`src/rtl/onn_pkg.sv`:
```
// Shared constants, FSM encoding and width helper for the ONN phase-register sequencer.
package onn_pkg;

    localparam int unsigned N_DEF            = 16;
    localparam int unsigned PULSE_W_DEF      = 2;
    localparam int unsigned CHECK_PERIOD_DEF = 64;

    typedef enum logic [3:0] {
        S_IDLE = 4'd0,
        S_RST  = 4'd1,
        S_GAP  = 4'd2,
        S_DROP = 4'd3,
        S_WAIT = 4'd4,
        S_CHK  = 4'd5,
        S_SMP  = 4'd6,
        S_EVAL = 4'd7,
        S_FIN  = 4'd8
    } state_e;

    // Bits needed to hold a count of 0..n (never less than 1).
    function automatic int unsigned cnt_w(input int unsigned n);
        return (n < 1) ? 1 : $clog2(n + 1);
    endfunction

endpackage

```
`src/rtl/onn_phase_seq_if.sv`:
```
// Trigger/flag interface between the sequencer (master) and the phase-register array (slave).
interface onn_phase_seq_if
    import onn_pkg::*;
#(
    parameter int unsigned N = N_DEF
);
    logic         re_o;
    logic         drop_o;
    logic         check_o;
    logic [N-1:0] state_changed_vec;

    modport master (output re_o, drop_o, check_o, input  state_changed_vec);
    modport slave  (input  re_o, drop_o, check_o, output state_changed_vec);
endinterface

```
`src/rtl/onn_popcount.sv`:
```
// Combinational popcount built as a balanced binary adder tree over a padded leaf array.
module onn_popcount
    import onn_pkg::*;
#(
    parameter int unsigned N = N_DEF
) (
    input  logic [N-1:0]          vec_i,
    output logic [cnt_w(N)-1:0]   cnt_o
);
    localparam int unsigned CW     = cnt_w(N);
    localparam int unsigned LEVELS = (N > 1) ? $clog2(N) : 0;
    localparam int unsigned LEAVES = 1 << LEVELS;

    // Heap layout: node 0 is the root, leaves start at LEAVES-1.
    logic [CW-1:0] node [2*LEAVES-1];

    always_comb begin
        for (int i = 0; i < int'(LEAVES); i++) begin
            node[int'(LEAVES) - 1 + i] = (i < int'(N)) ? CW'(vec_i[i]) : '0;
        end
        for (int i = int'(LEAVES) - 2; i >= 0; i--) begin
            node[i] = node[2*i + 1] + node[2*i + 2];
        end
    end

    assign cnt_o = node[0];

endmodule

```
`src/rtl/onn_phase_seq.sv`:
```
// Drives re/drop/check trigger pulses into the phase-register array and decides
// convergence or timeout from the state_changed flags sampled after each check.
module onn_phase_seq
    import onn_pkg::*;
#(
    parameter int unsigned N             = N_DEF,
    parameter int unsigned PULSE_W       = PULSE_W_DEF,
    parameter int unsigned CHECK_PERIOD  = CHECK_PERIOD_DEF,
    parameter int unsigned SAMPLE_DLY    = 2,
    parameter int unsigned STABLE_CHECKS = 3,
    parameter int unsigned MAX_CHECKS    = 255
) (
    input  logic                  clk,
    input  logic                  rst_n,
    input  logic                  start,
    input  logic                  abort,
    onn_phase_seq_if.master       trig,
    output logic                  busy,
    output logic                  done,
    output logic                  converged,
    output logic                  timeout,
    output logic [7:0]            check_count,
    output logic [cnt_w(N)-1:0]   changed_count
);
    localparam int unsigned CHG_W   = cnt_w(N);
    localparam int unsigned DLY_A   = (PULSE_W > CHECK_PERIOD) ? PULSE_W : CHECK_PERIOD;
    localparam int unsigned DLY_MAX = (DLY_A > SAMPLE_DLY) ? DLY_A : SAMPLE_DLY;
    localparam int unsigned TMR_W   = $clog2(DLY_MAX + 1);
    localparam int unsigned STB_W   = cnt_w(STABLE_CHECKS);

    state_e             state_q, state_d;
    logic [TMR_W-1:0]   tmr_q, tmr_d;
    logic [STB_W-1:0]   stb_q, stb_d;
    logic [7:0]         cnt_q, cnt_d;
    logic [CHG_W-1:0]   chg_q, chg_d;
    logic               conv_q, conv_d;
    logic               tmo_q, tmo_d;
    logic               re_q, re_d;
    logic               drop_q, drop_d;
    logic               chk_q, chk_d;
    logic               busy_q, busy_d;
    logic               done_q, done_d;
    logic [CHG_W-1:0]   pop;
    logic               tmr_zero;

    onn_popcount #(.N(N)) u_popcount (
        .vec_i (trig.state_changed_vec),
        .cnt_o (pop)
    );

    assign tmr_zero = (tmr_q == '0);

    // Next-state, shared delay timer and run bookkeeping.
    always_comb begin
        state_d = state_q;
        tmr_d   = tmr_zero ? tmr_q : tmr_q - TMR_W'(1);
        stb_d   = stb_q;
        cnt_d   = cnt_q;
        chg_d   = chg_q;
        conv_d  = conv_q;
        tmo_d   = tmo_q;

        case (state_q)
            S_IDLE: if (start && !abort) begin
                state_d = S_RST;
                tmr_d   = TMR_W'(PULSE_W - 1);
                stb_d   = '0;
                cnt_d   = '0;
                chg_d   = '0;
                conv_d  = 1'b0;
                tmo_d   = 1'b0;
            end
            S_RST:  if (tmr_zero) begin state_d = S_GAP;  tmr_d = TMR_W'(PULSE_W - 1);      end
            S_GAP:  if (tmr_zero) begin state_d = S_DROP; tmr_d = TMR_W'(PULSE_W - 1);      end
            S_DROP: if (tmr_zero) begin state_d = S_WAIT; tmr_d = TMR_W'(CHECK_PERIOD - 1); end
            S_WAIT: if (tmr_zero) begin state_d = S_CHK;  tmr_d = TMR_W'(PULSE_W - 1);      end
            S_CHK:  if (tmr_zero) begin state_d = S_SMP;  tmr_d = TMR_W'(SAMPLE_DLY - 1);   end
            S_SMP:  if (tmr_zero) state_d = S_EVAL;
            S_EVAL: begin
                chg_d = pop;
                cnt_d = (cnt_q == 8'hFF) ? cnt_q : cnt_q + 8'd1;
                stb_d = (pop == '0) ? stb_q + STB_W'(1) : '0;
                if (stb_d == STB_W'(STABLE_CHECKS)) begin
                    state_d = S_FIN;
                    conv_d  = 1'b1;
                end else if (cnt_d == 8'(MAX_CHECKS)) begin
                    state_d = S_FIN;
                    tmo_d   = 1'b1;
                end else begin
                    state_d = S_WAIT;
                    tmr_d   = TMR_W'(CHECK_PERIOD - 1);
                end
            end
            S_FIN:   state_d = S_IDLE;
            default: state_d = S_IDLE;
        endcase

        // Abort overrides everything mid-run; the evaluation in flight is discarded.
        if (abort && (state_q != S_IDLE) && (state_q != S_FIN)) begin
            state_d = S_IDLE;
            stb_d   = stb_q;
            cnt_d   = cnt_q;
            chg_d   = chg_q;
            conv_d  = 1'b0;
            tmo_d   = 1'b0;
        end

        re_d   = (state_d == S_RST);
        drop_d = (state_d == S_DROP);
        chk_d  = (state_d == S_CHK);
        busy_d = (state_d != S_IDLE) && (state_d != S_FIN);
        done_d = (state_d == S_FIN);
    end

    always_ff @(posedge clk or negedge rst_n) begin
        if (!rst_n) begin
            state_q <= S_IDLE;
            tmr_q   <= '0;
            stb_q   <= '0;
            cnt_q   <= '0;
            chg_q   <= '0;
            conv_q  <= 1'b0;
            tmo_q   <= 1'b0;
            re_q    <= 1'b0;
            drop_q  <= 1'b0;
            chk_q   <= 1'b0;
            busy_q  <= 1'b0;
            done_q  <= 1'b0;
        end else begin
            state_q <= state_d;
            tmr_q   <= tmr_d;
            stb_q   <= stb_d;
            cnt_q   <= cnt_d;
            chg_q   <= chg_d;
            conv_q  <= conv_d;
            tmo_q   <= tmo_d;
            re_q    <= re_d;
            drop_q  <= drop_d;
            chk_q   <= chk_d;
            busy_q  <= busy_d;
            done_q  <= done_d;
        end
    end

    assign trig.re_o     = re_q;
    assign trig.drop_o   = drop_q;
    assign trig.check_o  = chk_q;
    assign busy          = busy_q;
    assign done          = done_q;
    assign converged     = conv_q;
    assign timeout       = tmo_q;
    assign check_count   = cnt_q;
    assign changed_count = chg_q;

endmodule

```
`src/flat_wrapper.sv`:
```
// flat-port wrapper written by rule: the top's interface ports become plain ports
module onn_phase_seq_flat import onn_pkg::*;
#(
    parameter int unsigned N             = N_DEF,
    parameter int unsigned PULSE_W       = PULSE_W_DEF,
    parameter int unsigned CHECK_PERIOD  = CHECK_PERIOD_DEF,
    parameter int unsigned SAMPLE_DLY    = 2,
    parameter int unsigned STABLE_CHECKS = 3,
    parameter int unsigned MAX_CHECKS    = 255
)
  (clk, rst_n, start, abort, busy, done, converged, timeout, check_count, changed_count, trig_re_o, trig_drop_o, trig_check_o, trig_state_changed_vec);
  onn_phase_seq_if #(.N(N)) trig_i ();
  input  logic clk;
  input  logic rst_n;
  input  logic start;
  input  logic abort;
  output logic busy;
  output logic done;
  output logic converged;
  output logic timeout;
  output logic [7:0] check_count;
  output logic [cnt_w(N)-1:0] changed_count;
  output wire logic [$bits(trig_i.re_o)-1:0] trig_re_o;
  output wire logic [$bits(trig_i.drop_o)-1:0] trig_drop_o;
  output wire logic [$bits(trig_i.check_o)-1:0] trig_check_o;
  input wire logic [$bits(trig_i.state_changed_vec)-1:0] trig_state_changed_vec;
  assign trig_re_o = trig_i.re_o;
  assign trig_drop_o = trig_i.drop_o;
  assign trig_check_o = trig_i.check_o;
  assign trig_i.state_changed_vec = trig_state_changed_vec;
  onn_phase_seq #(.N(N), .PULSE_W(PULSE_W), .CHECK_PERIOD(CHECK_PERIOD), .SAMPLE_DLY(SAMPLE_DLY), .STABLE_CHECKS(STABLE_CHECKS), .MAX_CHECKS(MAX_CHECKS)) u_core (.clk(clk), .rst_n(rst_n), .start(start), .abort(abort), .trig(trig_i), .busy(busy), .done(done), .converged(converged), .timeout(timeout), .check_count(check_count), .changed_count(changed_count));
endmodule
```
`config.mk`:
```
export PLATFORM = sky130hd
export DESIGN_NAME = onn_phase_seq_flat
export DESIGN_NICKNAME = d
export VERILOG_FILES = /design/src/rtl/onn_pkg.sv /design/src/rtl/onn_phase_seq_if.sv /design/src/rtl/onn_popcount.sv /design/src/rtl/onn_phase_seq.sv /design/src/flat_wrapper.sv
export SDC_FILE = /design/constraint.sdc
export NUM_CORES = 1
export LEC_CHECK = 0
export BUFFER_PORTS_ARGS = -buffer_cell sky130_fd_sc_hd__buf_4
export CORE_MARGIN = 2
export CORE_UTILIZATION = 50
export CTS_CLUSTER_SIZE = 20
export DETAILED_ROUTE_END_ITERATION = 10
export PLACE_DENSITY = 0.85
export SLEW_MARGIN = 15
export SYNTH_ARGS = -nofsm -noshare
export SYNTH_HDL_FRONTEND = slang
export SYNTH_SLANG_ARGS = --single-unit
export TNS_END_PERCENT = 5
```
`constraint.sdc`:
```
create_clock -name clk -period 2.59 [get_ports clk]
set_clock_uncertainty 0.2 [all_clocks]
set_input_delay 0.1295 -clock clk [delete_from_list [all_inputs] [get_ports clk]]
set_output_delay 0.1295 -clock clk [all_outputs]
set_load 0.05 [all_outputs]
```
After elaboration in Yosys (flattened, before gate mapping). Cells that the tools add are included.

Register bits: 33. Input bits: 20. Output and inout port bits: 20. Word-level logic and storage cells: 102.

Add/sub/neg operators: 18. Equality and inequality tests: 21. Mux-type cells: 34. Bitwise gates (word level): 1. Reduce and logical (&&, ||, !) cells: 16.

Operators by type and width (count): $mux W7 (6); $mux W4 (10); $pmux W4 S8 (1); $pmux W7 S4 (1); $eq A4 B3 Y1 const B (5); $add A1 B1 Y2 (8); $eq A8 B8 Y1 const B (2); $mux W8 (2); $pmux W8 S2 (1); $eq A4 B2 Y1 const B (3); $pmux W5 S2 (1); $add A2 B2 Y3 (3); $ne A3 B1 Y1 const B (3); $add A8 B1 Y8 const B (1); $eq A4 B1 Y1 const B (2); $ne A4 B4 Y1 const B (2); $reduce_bool A4 Y1 (2); $logic_not A7 Y1 (1); $sub A7 B1 Y7 const B (1); $mux W1 (6); $reduce_and A3 Y1 (2); $add A2 B5 Y5 (1); $add A3 B5 Y5 (1); $add A4 B5 Y5 (1); 19 further kinds (24).

Logic depth before layout (Yosys ltp). Gate-level depths: netlist of run 1.

Depth in word-level cells: 12. Gate-level depth with buffers: 16. Depth with buffers taken out: 16.

Modules after synthesis. A second synthesis of run 1 with hierarchy kept.

Cells, all modules: 268. Area total of the unflattened synthesis: 2347.3 µm².

Modules (own cells, without submodules): onn_phase_seq (times used 1, cells an instance 221, area each 1939.4 µm², seq. area each 825.8 µm²); onn_popcount (times used 1, cells an instance 47, area each 407.9 µm², seq. area each 0.0 µm²).

Worst setup path after synthesis of run 1. Ideal clock, no wire load.

Kind: input port to flip-flop. Start: in trig_state_changed_vec[0]. End: reg u_core.busy_q, in the netlist u_core.busy. Setup time: 0.131 ns. Arrival: 4.530 ns. Required time: 2.259 ns. Path slack: -2.271 ns. Stages on the path: 16. Path buffers: 0. Path through: fa_1 -> inv_1 -> fa_1 -> inv_1 -> fa_1 -> inv_1 -> fa_1 -> fa_1 -> inv_1 -> fa_1 -> nor2b_1 -> o21ai_0 -> a2111oi_4 -> a31oi_2 -> a32o_2 -> or3_1.

Cells in the longest elaborated chain, start to end: 12. Elaborated cells between the ends (all ways): 13. Those cells by class: 4 x add/sub; 2 x eq/ne; 4 x mux; 3 x reduce/logical.

RTL lines: start: declaration (line flat_wrapper.sv:26) `input wire logic [$bits(trig_i.state_changed_vec)-1:0] trig_state_changed_vec;`; $add A1 B1 Y2 (*) (line onn_popcount.sv:22) `node[i] = node[2*i + 1] + node[2*i + 2];`; $add A2 B2 Y3 (*) (line onn_popcount.sv:22); $add A3 B3 Y4 (*) (line onn_popcount.sv:22); $add A4 B5 Y5 (*) (line onn_popcount.sv:22); $logic_not A5 Y1 (*) (line onn_phase_seq.sv:82) `stb_d = (pop == '0) ? stb_q + STB_W'(1) : '0;`; $mux W2 (*) (line onn_phase_seq.sv:82); $eq A2 B2 Y1 (*) (line onn_phase_seq.sv:83) `if (stb_d == STB_W'(STABLE_CHECKS)) begin`; $mux W4 (*) (line onn_phase_seq.sv:83); $pmux W4 S8 (*) (line onn_phase_seq.sv:63) `case (state_q)`; $mux W4 (*) (line onn_phase_seq.sv:99) `if (abort && (state_q != S_IDLE) && (state_q != S_FIN)) begin`; named net u_core.state_d[2] (line onn_phase_seq.sv:31) `state_e state_q, state_d;`; $ne A4 B4 Y1 or $reduce_bool A4 Y1 (tied branches) (line onn_phase_seq.sv:111) `busy_d = (state_d != S_IDLE) && (state_d != S_FIN);`; $logic_and A1 B1 Y1 (*) (line onn_phase_seq.sv:111); named net u_core.busy_d (line onn_phase_seq.sv:41) `logic busy_q, busy_d;`; end signal: assignment (line onn_phase_seq.sv:140) `busy_q <= busy_d;`; end: declaration (line onn_phase_seq.sv:41).

Mark *: on every way through the listed nets, which the timed path passes. The rest lies on a longest branch. A chain may end at the register's enable or synchronous reset.

Final worst setup path of run 1. Ends and elaborated chain as after synthesis.

==> impl_metrics.csv, run 1 <==
group,metric,value,unit
worst_setup_path,timing.rr.end,"u_core.busy$_DFF_PN0_",
global_route,grt.met1_usage,28.5,%
detailed_routing,first_pass_iters,5,
power_and_ir_drop,ir_drop,0.000491,V
synth,synthesis.nets,291,
worst_setup_path,worstPathBufferInverterCount,5,
synth,ys_ff_latch,33,
floorplanning,ios,40,
worst_setup_path,slowest_stage,"fa_1",
power_and_ir_drop,p_leak,1.49,nW
worst_setup_path,critical_path_required,2.56,ns
hold_path,hold_class,"primary input to flip-flop",
global_route,grt_overflow,0,
layout,mostFrequentLayoutCells,"buf_4, dfrtp_1, inv_1",
clock_network,clkLatencyLatePin,0.29,ns
floorplanning,rows,24,
layout,diodes,0,
floorplanning,die-area,0.00517,mm²
clock_network,postCtsSetupBuffers,0,
detailed_routing,wl_per_cell,14.5,µm
floorplanning,core_area,0.00438,mm²
synth,synth_seq_area_share,35.8,%
synth,synth-main-ff-cell,"dfrtp_1",
worst_setup_path,cpLargestDelayFamily,"adder cells",
synth,synth-edff-count,0,
synth,ys_types,49,
global_route,grtUsageMet3,4.58,%
worst_setup_path,crit_chain,"buf_4 -> fa_1 -> inv_1 -> fa_1 -> inv_2 -> fa_1 -> inv_1 -> fa_1 -> fa_2 -> inv_2 -> fa_1 -> nor2b_1 -> o21ai_2 -> a2111oi_4 -> a31oi_2 -> a32o_2 -> or3_4",
synth,synth_area,0.00230,mm²
global_route,grt_max_degree,34,
place,port_buffers,39,
worst_setup_path,critPathMaxFanout,4,
layout,final_cell_area,0.00302,mm²
floorplanning,fp.dieH,71.9,µm
timing,setup_viol,23,
hold_path,hold_end,"u_core.tmr_q[1]$_DFF_PN0_",
timing,slew_headroom,72.9,%
detailed_routing,drt_iter0_drc,181,
worst_setup_path,path_class,"primary input to flip-flop",
detailed_routing,drc,0,
clock_network,root_buffer,"clkbuf_8",
synth,syn_area_per_cell,9.11,µm²
layout,utilization,68.8,%
power_and_ir_drop,powerDensity,798,mW/mm²
floorplanning,die_w,71.9,µm
synth,yosysWarnings,0,
global_route,grt-busiest-layer,"met2",
worst_setup_path,r2r_setup_slack,-0.11,ns
worst_setup_path,reg2reg_depth,9,
layout,areaGrowthSynthToFinish,30.8,%
place,gp_congestion,0.861,
timing,rsz0062_at_grt,"yes",
place,placed_area,0.00284,mm²
clock_network,clock_path_buffers,2,
worst_setup_path,setup.worst_path.start_class,"primary input",
hold_path,hold_depth,4,
global_route,met2_usage,38.5,%
worst_setup_path,critPathMaxStageDelay,0.56,ns
timing,fin_crit_sh,178,%
synth,async_reset_ff_share,100,%
global_route,antenna_found_initial,0,
place,dp_hpwl,4040,µm
job,max-cap-violations,0,
synth,synth_cells,253,
detailed_routing,postRouteAntennaNets,0,
global_route,grt_pass1_wl,9150,µm
clock_network,htree_levels,2,
worst_setup_path,r2r-start,"u_core.tmr_q[1]$_DFF_PN0_",
detailed_routing,wl,5360,µm
timing,finalWorstSetupSlack,-2.01,ns
timing,min_period,4.60,ns
timing,fmax,217,MHz
layout,final_nets,355,
timing,worstMarginPinSlew,0.406,ns
detailed_routing,vias,2144,
global_route,grt_use_total,22.5,%
outcome,status,"finished with violations",
outcome,violations,"negative setup slack",
clock_network,cts.sink_count,33,
worst_setup_path,cp-startpoint,"trig_state_changed_vec[0]",
worst_setup_path,worstPathArrival,4.56,ns
clock_network,tritoncts,"built",
timing,hold_violations,0,
hold_path,worstHoldStart,"start",
detailed_routing,vias_per_cell,5.79,
global_route,grt_pass1_vias,2098,
timing,final-max-slew-violation-count,0,
worst_setup_path,cp_common_cell,"fa_1",
layout,drive_above_1_share,31.1,%
layout,layout_commonest_cell,"buf_4",
floorplanning,start_util,52.6,%
worst_setup_path,crit_path_end_kind,"flip-flop",
clock_network,numCtsBuffers,5,
clock_network,path_clk_slew,0.07,ns
## power by group
| part | leakage [nW] | total [mW] | internal, mW | switching (mW) |
|---|---|---|---|---|
| combinational | 0.983 | 1.25 | 0.606 | 0.649 |
| clock | 0.0585 | 0.509 | 0.314 | 0.195 |
| sequential | 0.446 | 0.642 | 0.592 | 0.0501 |
| total | 1.49 | 2.41 | 1.51 | 0.894 |
## Yosys cell counts, types with 5 or more instances
master,instances,area share [%]
dfrtp_1,33,36
inv_1,26,4.2
nor2_1,21,3.4
nand2_1,20,3.3
o21ai_0,15,3.3
a21oi_1,11,2.4
fa_1,10,8.7
nor3_1,10,2.2
a31oi_1,9,2.4
clkbuf_1,9,1.5
ha_1,8,4.3
nand3_1,7,1.5
and2_1,5,1.4
nor2b_1,5,1.4
## logic make-up (layout without fill, tap and decap cells)
logic type      Yosys count  in the layout  share of synthesized area (%)
compound gates           63             63                           20.6
simple gates             93             93                           21.2
flops                    33             33                           35.8
xor+xnor                  5              5                           1.90
buf+inv                  39            104                           6.57
fa+ha+maj                18             18                           13.0
mux                       2              2                          0.869
## per-layer routing
| metal | part of all wire [%] | routed length [µm] |
|---|---|---|
| met3 | 4.7 | 254 |
| met1 | 42 | 2270 |
| met2 | 51 | 2740 |
| met5 | 0 | 0 |
| met4 | 1.6 | 87 |
## cell type report
type / instances / area (µm²)
fillers: 337 / 1370
inverters: 26 / 97.6
well taps: 52 / 65.1
multi-input cells: 181 / 1380
clock inverters: 1 / 30.0
repair buffers: 70 / 531
flip-flops and latches: 33 / 826
clock buffers: 7 / 86.3
## metrics by stage
step	std cells	power [mW]	hold WS, ns	setup slack [ns]	setup TNS, ns
2_1_floorplan	253	1.44	-0.366	-2.09	-35.02
3_3_place_gp	360	1.78	-0.107	-2.23	-41.69
3_5_place_dp	360	1.84	-0.105	-2.40	-45.13
4_1_cts	370	2.40	0.0274	-2.01	-35.18
5_1_grt	370	2.59	0.0973	-2.14	-38.04
6_report	370	2.41	0.0382	-2.01	-34.95
## how the worst max path moves through the flow
stage                     depth (start not counted)  slack [ns]                     to
after global placement                           17       -2.23  u_core.busy$_DFF_PN0_
final                                            17       -2.01  u_core.busy$_DFF_PN0_
after detailed placement                         17       -2.40  u_core.busy$_DFF_PN0_
after global routing                             17       -2.14  u_core.busy$_DFF_PN0_
after CTS                                        17       -2.01  u_core.busy$_DFF_PN0_
after floorplan                                  16       -2.09  u_core.busy$_DFF_PN0_
## what timing repair did
item,CTS,global route
pin swaps,4,0
hold buffers,2,0
gates resized for setup,8,6
setup endpoints to repair,23,24
endpoints found under the hold margin,35,0
## tightest hold or removal path: stages
cell	delay, ns
buf_4	0.09
a31oi_1	0.07
nor3_1	0.13
o21ai_1	0.07
## flip-flops by register name, indices dropped and copies added, names as in the netlist
name	cells
u_core.converged	1
u_core.changed_count	5
u_core.done	1
u_core.trig.drop_o	1
u_core.check_count	8
u_core.busy	1
u_core.trig.re_o	1
u_core.timeout	1
u_core.trig.check_o	1
u_core.state_q	4
u_core.tmr_q	7
u_core.stb_q	2
Power figures use the tool's default switching activity.
==> run 2: changes to the inputs <==
Settings changed: GPL_TIMING_DRIVEN set to 0.
==> run 2 against run 1 <==
Compared with the run above: the run still ends with negative setup slack left; critical path depth unchanged; cell area is 3.5% lower; clock power about the same; core utilization decreased by 2.4 points; routed wire length decreased by 1.0%; sequential share of layout area up 0.99 points; largest power group unchanged.
==> impl_metrics.csv, run 2 (synthesis results as in run 1) <==
group,metric,value,unit
outcome,status,"finished with violations",
outcome,violations,"negative setup slack",
floorplanning,fp.dieH,71.9,µm
global_route,grt_use_total,22.0,%
timing,worstMarginPinSlew,0.508,ns
timing,finalWorstSetupSlack,-2.02,ns
detailed_routing,wl_per_cell,14.8,µm
clock_network,numCtsBuffers,5,
clock_network,clkLatencyLatePin,0.29,ns
worst_setup_path,worstPathBufferInverterCount,5,
place,dp_hpwl,3710,µm
hold_path,hold_end,"u_core.tmr_q[1]$_DFF_PN0_",
hold_path,hold_depth,4,
power_and_ir_drop,powerDensity,803,mW/mm²
worst_setup_path,path_class,"primary input to flip-flop",
global_route,grt_pass1_vias,1995,
worst_setup_path,crit_chain,"buf_6 -> fa_1 -> inv_2 -> fa_1 -> inv_2 -> fa_1 -> inv_1 -> fa_1 -> fa_2 -> inv_2 -> fa_2 -> nor2b_2 -> o21ai_2 -> a2111oi_4 -> a31oi_2 -> a32o_2 -> or3_1",
worst_setup_path,crit_path_end_kind,"flip-flop",
clock_network,root_buffer,"clkbuf_8",
worst_setup_path,critPathMaxStageDelay,0.56,ns
timing,fmax,217,MHz
place,port_buffers,39,
detailed_routing,first_pass_iters,4,
hold_path,hold_class,"primary input to flip-flop",
layout,final_cell_count_no_fill,359,
clock_network,htree_levels,2,
worst_setup_path,timing.rr.end,"u_core.tmr_q[0]$_DFF_PN0_",
power_and_ir_drop,ir_drop,0.000424,V
floorplanning,start_util,52.6,%
timing,setup_viol,23,
floorplanning,ios,40,
detailed_routing,wl,5310,µm
place,placedCellCount,344,
power_and_ir_drop,p_leak,1.40,nW
worst_setup_path,critPathMaxFanout,4,
timing,slew_headroom,66.2,%
floorplanning,core_area,0.00438,mm²
timing,rsz0062_at_grt,"yes",
clock_network,tritoncts,"built",
worst_setup_path,cpLargestDelayFamily,"adder cells",
worst_setup_path,reg2reg_depth,11,
layout,final_nets,344,
timing,final-max-slew-violation-count,0,
floorplanning,die-area,0.00517,mm²
clock_network,clock_path_buffers,2,
layout,diodes,0,
worst_setup_path,critical_path_required,2.56,ns
clock_network,path_clk_slew,0.07,ns
job,max-cap-violations,0,
floorplanning,rows,24,
timing,fin_crit_sh,178,%
clock_network,cts.sink_count,33,
timing,hold_violations,0,
worst_setup_path,setup.worst_path.start_class,"primary input",
detailed_routing,drc,0,
layout,fillers,356,
hold_path,worstHoldStart,"start",
layout,largest_register_ffs,8,
worst_setup_path,slowest_stage,"fa_1",
layout,mostFrequentLayoutCells,"buf_4, dfrtp_1, inv_1",
worst_setup_path,cp_common_cell,"fa_1",
global_route,grt_max_degree,34,
timing,min_period,4.61,ns
detailed_routing,postRouteAntennaNets,0,
worst_setup_path,r2r_setup_slack,-0.48,ns
detailed_routing,drt_iter0_drc,226,
global_route,grt_pass1_wl,8960,µm
worst_setup_path,worstPathArrival,4.58,ns
timing,holdWs,0.0697,ns
layout,layout_commonest_cell,"buf_4",
floorplanning,die_w,71.9,µm
detailed_routing,vias_per_cell,5.75,
layout,areaGrowthSynthToFinish,26.3,%
place,gp_congestion,0.885,
layout,drive_above_1_share,27.4,%
global_route,antenna_found_initial,0,
detailed_routing,vias,2065,
worst_setup_path,r2r-start,"u_core.tmr_q[0]$_DFF_PN0_",
global_route,grt_overflow,0,
## run 2: what timing repair did
| item | 4_1_cts | 5_1_grt |
|---|---|---|
| pin swaps | 6 | 5 |
| hold buffers | 2 | 0 |
| gates resized for setup | 11 | 12 |
| buffers inserted | 5 | 0 |
| setup endpoints to repair | 23 | 28 |
| endpoints found under the hold margin | 35 | 0 |
| gates cloned | 0 | 0 |
## run 2: worst max path at each step
stage	start	to	slack (ns)	depth (start not counted)
3_5_place_dp	trig_state_changed_vec[0]	u_core.busy$_DFF_PN0_	-2.49	17
2_1_floorplan	trig_state_changed_vec[0]	u_core.busy$_DFF_PN0_	-2.09	16
5_1_grt	trig_state_changed_vec[0]	u_core.busy$_DFF_PN0_	-2.19	17
6_report	trig_state_changed_vec[0]	u_core.busy$_DFF_PN0_	-2.02	17
3_3_place_gp	trig_state_changed_vec[0]	u_core.busy$_DFF_PN0_	-2.43	17
4_1_cts	trig_state_changed_vec[0]	u_core.busy$_DFF_PN0_	-2.00	17
## run 2: stage by stage
stage / total power [mW] / utilization, % / area, µm² / setup TNS (ns) / worst slack, ns
after floorplan: 1.44 / - / 2320 / -35.02 / -2.09
after global placement: 1.63 / 61.0 / 2670 / -42.24 / -2.43
after detailed placement: 1.68 / 61.0 / 2670 / -43.83 / -2.49
after CTS: 2.28 / 65.8 / 2880 / -34.65 / -2.00
after global routing: 2.50 / 66.4 / 2910 / -38.10 / -2.19
final: 2.34 / 66.4 / 2910 / -34.35 / -2.02
## run 2: area by class of cell
| cell class | count | area, µm² | share of cell area, % |
|---|---|---|---|
| Inverter | 26 | 97.6 | 3.35 |
| Sequential cell | 33 | 826 | 28.4 |
| Buffer | 13 | 53.8 | 1.85 |
| Multi-Input combinational cell | 181 | 1390 | 47.9 |
| Timing Repair Buffer | 46 | 354 | 12.2 |
| Clock inverter | 2 | 37.5 | 1.29 |
| Clock buffer | 6 | 82.6 | 2.84 |
| Tap cell | 52 | 65.1 | 2.24 |
## run 2: routing by layer
layer | vias to the layer above | GRT usage (%) | routed length [µm]
li1 | 1005 | - | -
met1 | 979 | 28.4 | 2240
met2 | 69 | 37.0 | 2710
met3 | 12 | 4.03 | 245
met4 | 0 | 7.97 | 108
met5 | - | 0 | 0
## run 2: worst reg2reg max path, delay by kind of cell (launching register included)
kind                     cells  cell delay (ns)
flip-flops                   1             0.40
AND/OR/NAND/NOR              3             0.97
adder cells (fa/ha/maj)      2             0.54
buffers and inverters        3             0.44
AO/OA/AOI/OAI                3             0.41
## run 2: power breakdown
group	switching, mW	total (mW)	internal, mW
clock	0.196	0.509	0.313
sequential	0.0609	0.653	0.592
combinational	0.645	1.17	0.529
total	0.903	2.34	1.43
==> run 3: changes to the inputs <==
Settings changed: CELL_PAD_IN_SITES_DETAIL_PLACEMENT set to 1, CELL_PAD_IN_SITES_GLOBAL_PLACEMENT set to 1, CORE_UTILIZATION 50 to 38, PLACE_DENSITY 0.85 to not set, PLACE_DENSITY_LB_ADDON set to 0.1.
==> run 3 against run 2 <==
Compared with the run above: the flow still finishes with violations (negative setup slack); sequential power hardly changed; core utilization is 16 points lower; register-to-register slack worse by 0.11 ns; hold slack worse by 0.023 ns; largest cell class unchanged; largest power group unchanged.
==> impl_metrics.csv, run 3 (synthesis results as in run 1) <==
group,metric,value,unit
global_route,grt_pass1_vias,2117,
worst_setup_path,crit_path_end_kind,"flip-flop",
clock_network,clock_path_buffers,2,
worst_setup_path,setup.worst_path.start_class,"primary input",
layout,final_cell_area,0.00296,mm²
power_and_ir_drop,ir_drop,0.000519,V
job,max-cap-violations,0,
global_route,grt_max_degree,34,
floorplanning,ios,40,
layout,mostFrequentLayoutCells,"buf_4, dfrtp_1, inv_1",
timing,finalWorstSetupSlack,-2.11,ns
layout,areaGrowthSynthToFinish,28.2,%
timing,final-max-slew-violation-count,0,
detailed_routing,drc,0,
timing,fmax,213,MHz
clock_network,path_clk_slew,0.08,ns
timing,hold_violations,0,
layout,final_cell_count_no_fill,383,
global_route,grt_overflow,0,
timing,min_period,4.70,ns
layout,largest_register_ffs,8,
timing,slew_headroom,59.0,%
place,port_buffers,39,
layout,final_nets,345,
floorplanning,die_w,81.9,µm
layout,final-seq-area,826,µm²
detailed_routing,drt_iter0_drc,76,
hold_path,hold_class,"primary input to flip-flop",
global_route,grt_pass1_wl,10200,µm
layout,diodes,0,
clock_network,htree_levels,2,
timing,worstMarginPinSlew,0.615,ns
detailed_routing,vias_per_cell,5.45,
place,placed_area,0.00270,mm²
worst_setup_path,critical_path_required,2.56,ns
place,gp_congestion,0.782,
floorplanning,fp.dieH,81.9,µm
clock_network,numCtsBuffers,5,
detailed_routing,wl_per_cell,15.7,µm
worst_setup_path,worstPathArrival,4.67,ns
power_and_ir_drop,powerDensity,808,mW/mm²
floorplanning,die-area,0.00670,mm²
detailed_routing,postRouteAntennaNets,0,
outcome,status,"finished with violations",
clock_network,cts.sink_count,33,
layout,multi_input_area,0.00140,mm²
detailed_routing,first_pass_iters,4,
layout,layout_commonest_cell,"buf_4",
layout,fillers,703,
clock_network,root_buffer,"clkbuf_8",
timing,setup_viol,23,
place,placedCellCount,367,
worst_setup_path,path_class,"primary input to flip-flop",
layout,drive_above_1_share,27.9,%
outcome,violations,"negative setup slack",
floorplanning,core_area,0.00589,mm²
detailed_routing,wl,6020,µm
place,dp_hpwl,4300,µm
timing,rsz0062_at_grt,"yes",
floorplanning,rows,28,
clock_network,clkLatencyLatePin,0.29,ns
floorplanning,start_util,39.2,%
global_route,antenna_found_initial,0,
worst_setup_path,critPathMaxFanout,4,
global_route,grt_use_total,19.8,%
detailed_routing,vias,2088,
clock_network,tritoncts,"built",
power_and_ir_drop,p_leak,1.41,nW
timing,fin_crit_sh,182,%
[run 3: cell types whose count changed in the layout (fill, tap and decap cells not counted), sizes merged]
cell	previous run	this run
clkbuf	15	14
clkinv	0	1
buf	48	49
[run 3: repair_timing]
item / 4_1_cts / 5_1_grt
endpoints found under the hold margin: 35 / 0
pin swaps: 10 / 8
buffers inserted: 5 / 1
hold buffers: 2 / 0
gates resized for setup: 10 / 16
endpoints found under the setup margin: 23 / 28
[run 3: final timing paths]
check	startpoint	to	slack (ns)	cells after the start
max	trig_state_changed_vec[5]	u_core.busy$_DFF_PN0_	-2.11	17
min	start	u_core.tmr_q[1]$_DFF_PN0_	0.05	4
max reg2reg	u_core.tmr_q[0]$_DFF_PN0_	u_core.tmr_q[0]$_DFF_PN0_	-0.59	11
min reg2reg	u_core.changed_count[0]$_DFFE_PN0P_	u_core.changed_count[0]$_DFFE_PN0P_	0.29	2
max in group asynchronous	rst_n	u_core.changed_count[1]$_DFFE_PN0P_	1.74	2
min in group asynchronous	rst_n	u_core.tmr_q[2]$_DFF_PN0_	0.12	2
[run 3: metrics by stage]
| step | power (mW) | worst slack, ns | hold WS [ns] | TNS, ns | util (%) |
|---|---|---|---|---|---|
| after global routing | 2.57 | -2.25 | 0.135 | -39.81 | 50.2 |
| after CTS | 2.29 | -2.08 | 0.0452 | -36.66 | 49.4 |
| after floorplan | 1.44 | -2.09 | -0.366 | -35.02 | - |
| after detailed placement | 1.69 | -2.56 | -0.0896 | -44.86 | 45.9 |
| final | 2.39 | -2.11 | 0.0467 | -36.65 | 50.2 |
| after global placement | 1.67 | -2.54 | -0.0899 | -44.47 | 45.9 |
[run 3: final cells by class]
cell class | instances | area share [%]
Multi-Input combinational cell | 181 | 47.5
Clock inverter | 3 | 1.57
Inverter | 26 | 3.30
Clock buffer | 5 | 2.33
Sequential cell | 33 | 27.9
Timing Repair Buffer | 47 | 12.4
Buffer | 13 | 1.86
Tap cell | 75 | 3.18
[run 3: worst max-delay path, stage by stage]
cell,delay [ns]
buf_6,0.09
fa_1,0.54
inv_2,0.04
fa_1,0.55
inv_2,0.04
fa_1,0.49
inv_1,0.05
fa_1,0.45
fa_2,0.36
inv_2,0.06
fa_2,0.45
nor2b_2,0.13
o21ai_2,0.09
a2111oi_4,0.48
a31oi_4,0.06
a32o_2,0.31
or3_1,0.34
[run 3: where the power goes]
| group | switching (mW) | internal [mW] | leakage (nW) |
|---|---|---|---|
| clock network | 0.215 | 0.288 | 0.0543 |
| logic | 0.659 | 0.573 | 0.909 |
| registers | 0.0601 | 0.591 | 0.446 |
| total | 0.935 | 1.45 | 1.41 |
[run 3: routing by layer]
metal  part of all wire [%]  wire length (µm)  GRT usage (%)  vias up
met5                      0                 0              0        -
met4                    1.1                66           6.00        0
met3                    2.7               165           3.08        6
met2                     50              3020           33.3       36
met1                     46              2760           26.2     1046
li1                       -                 -              -     1000
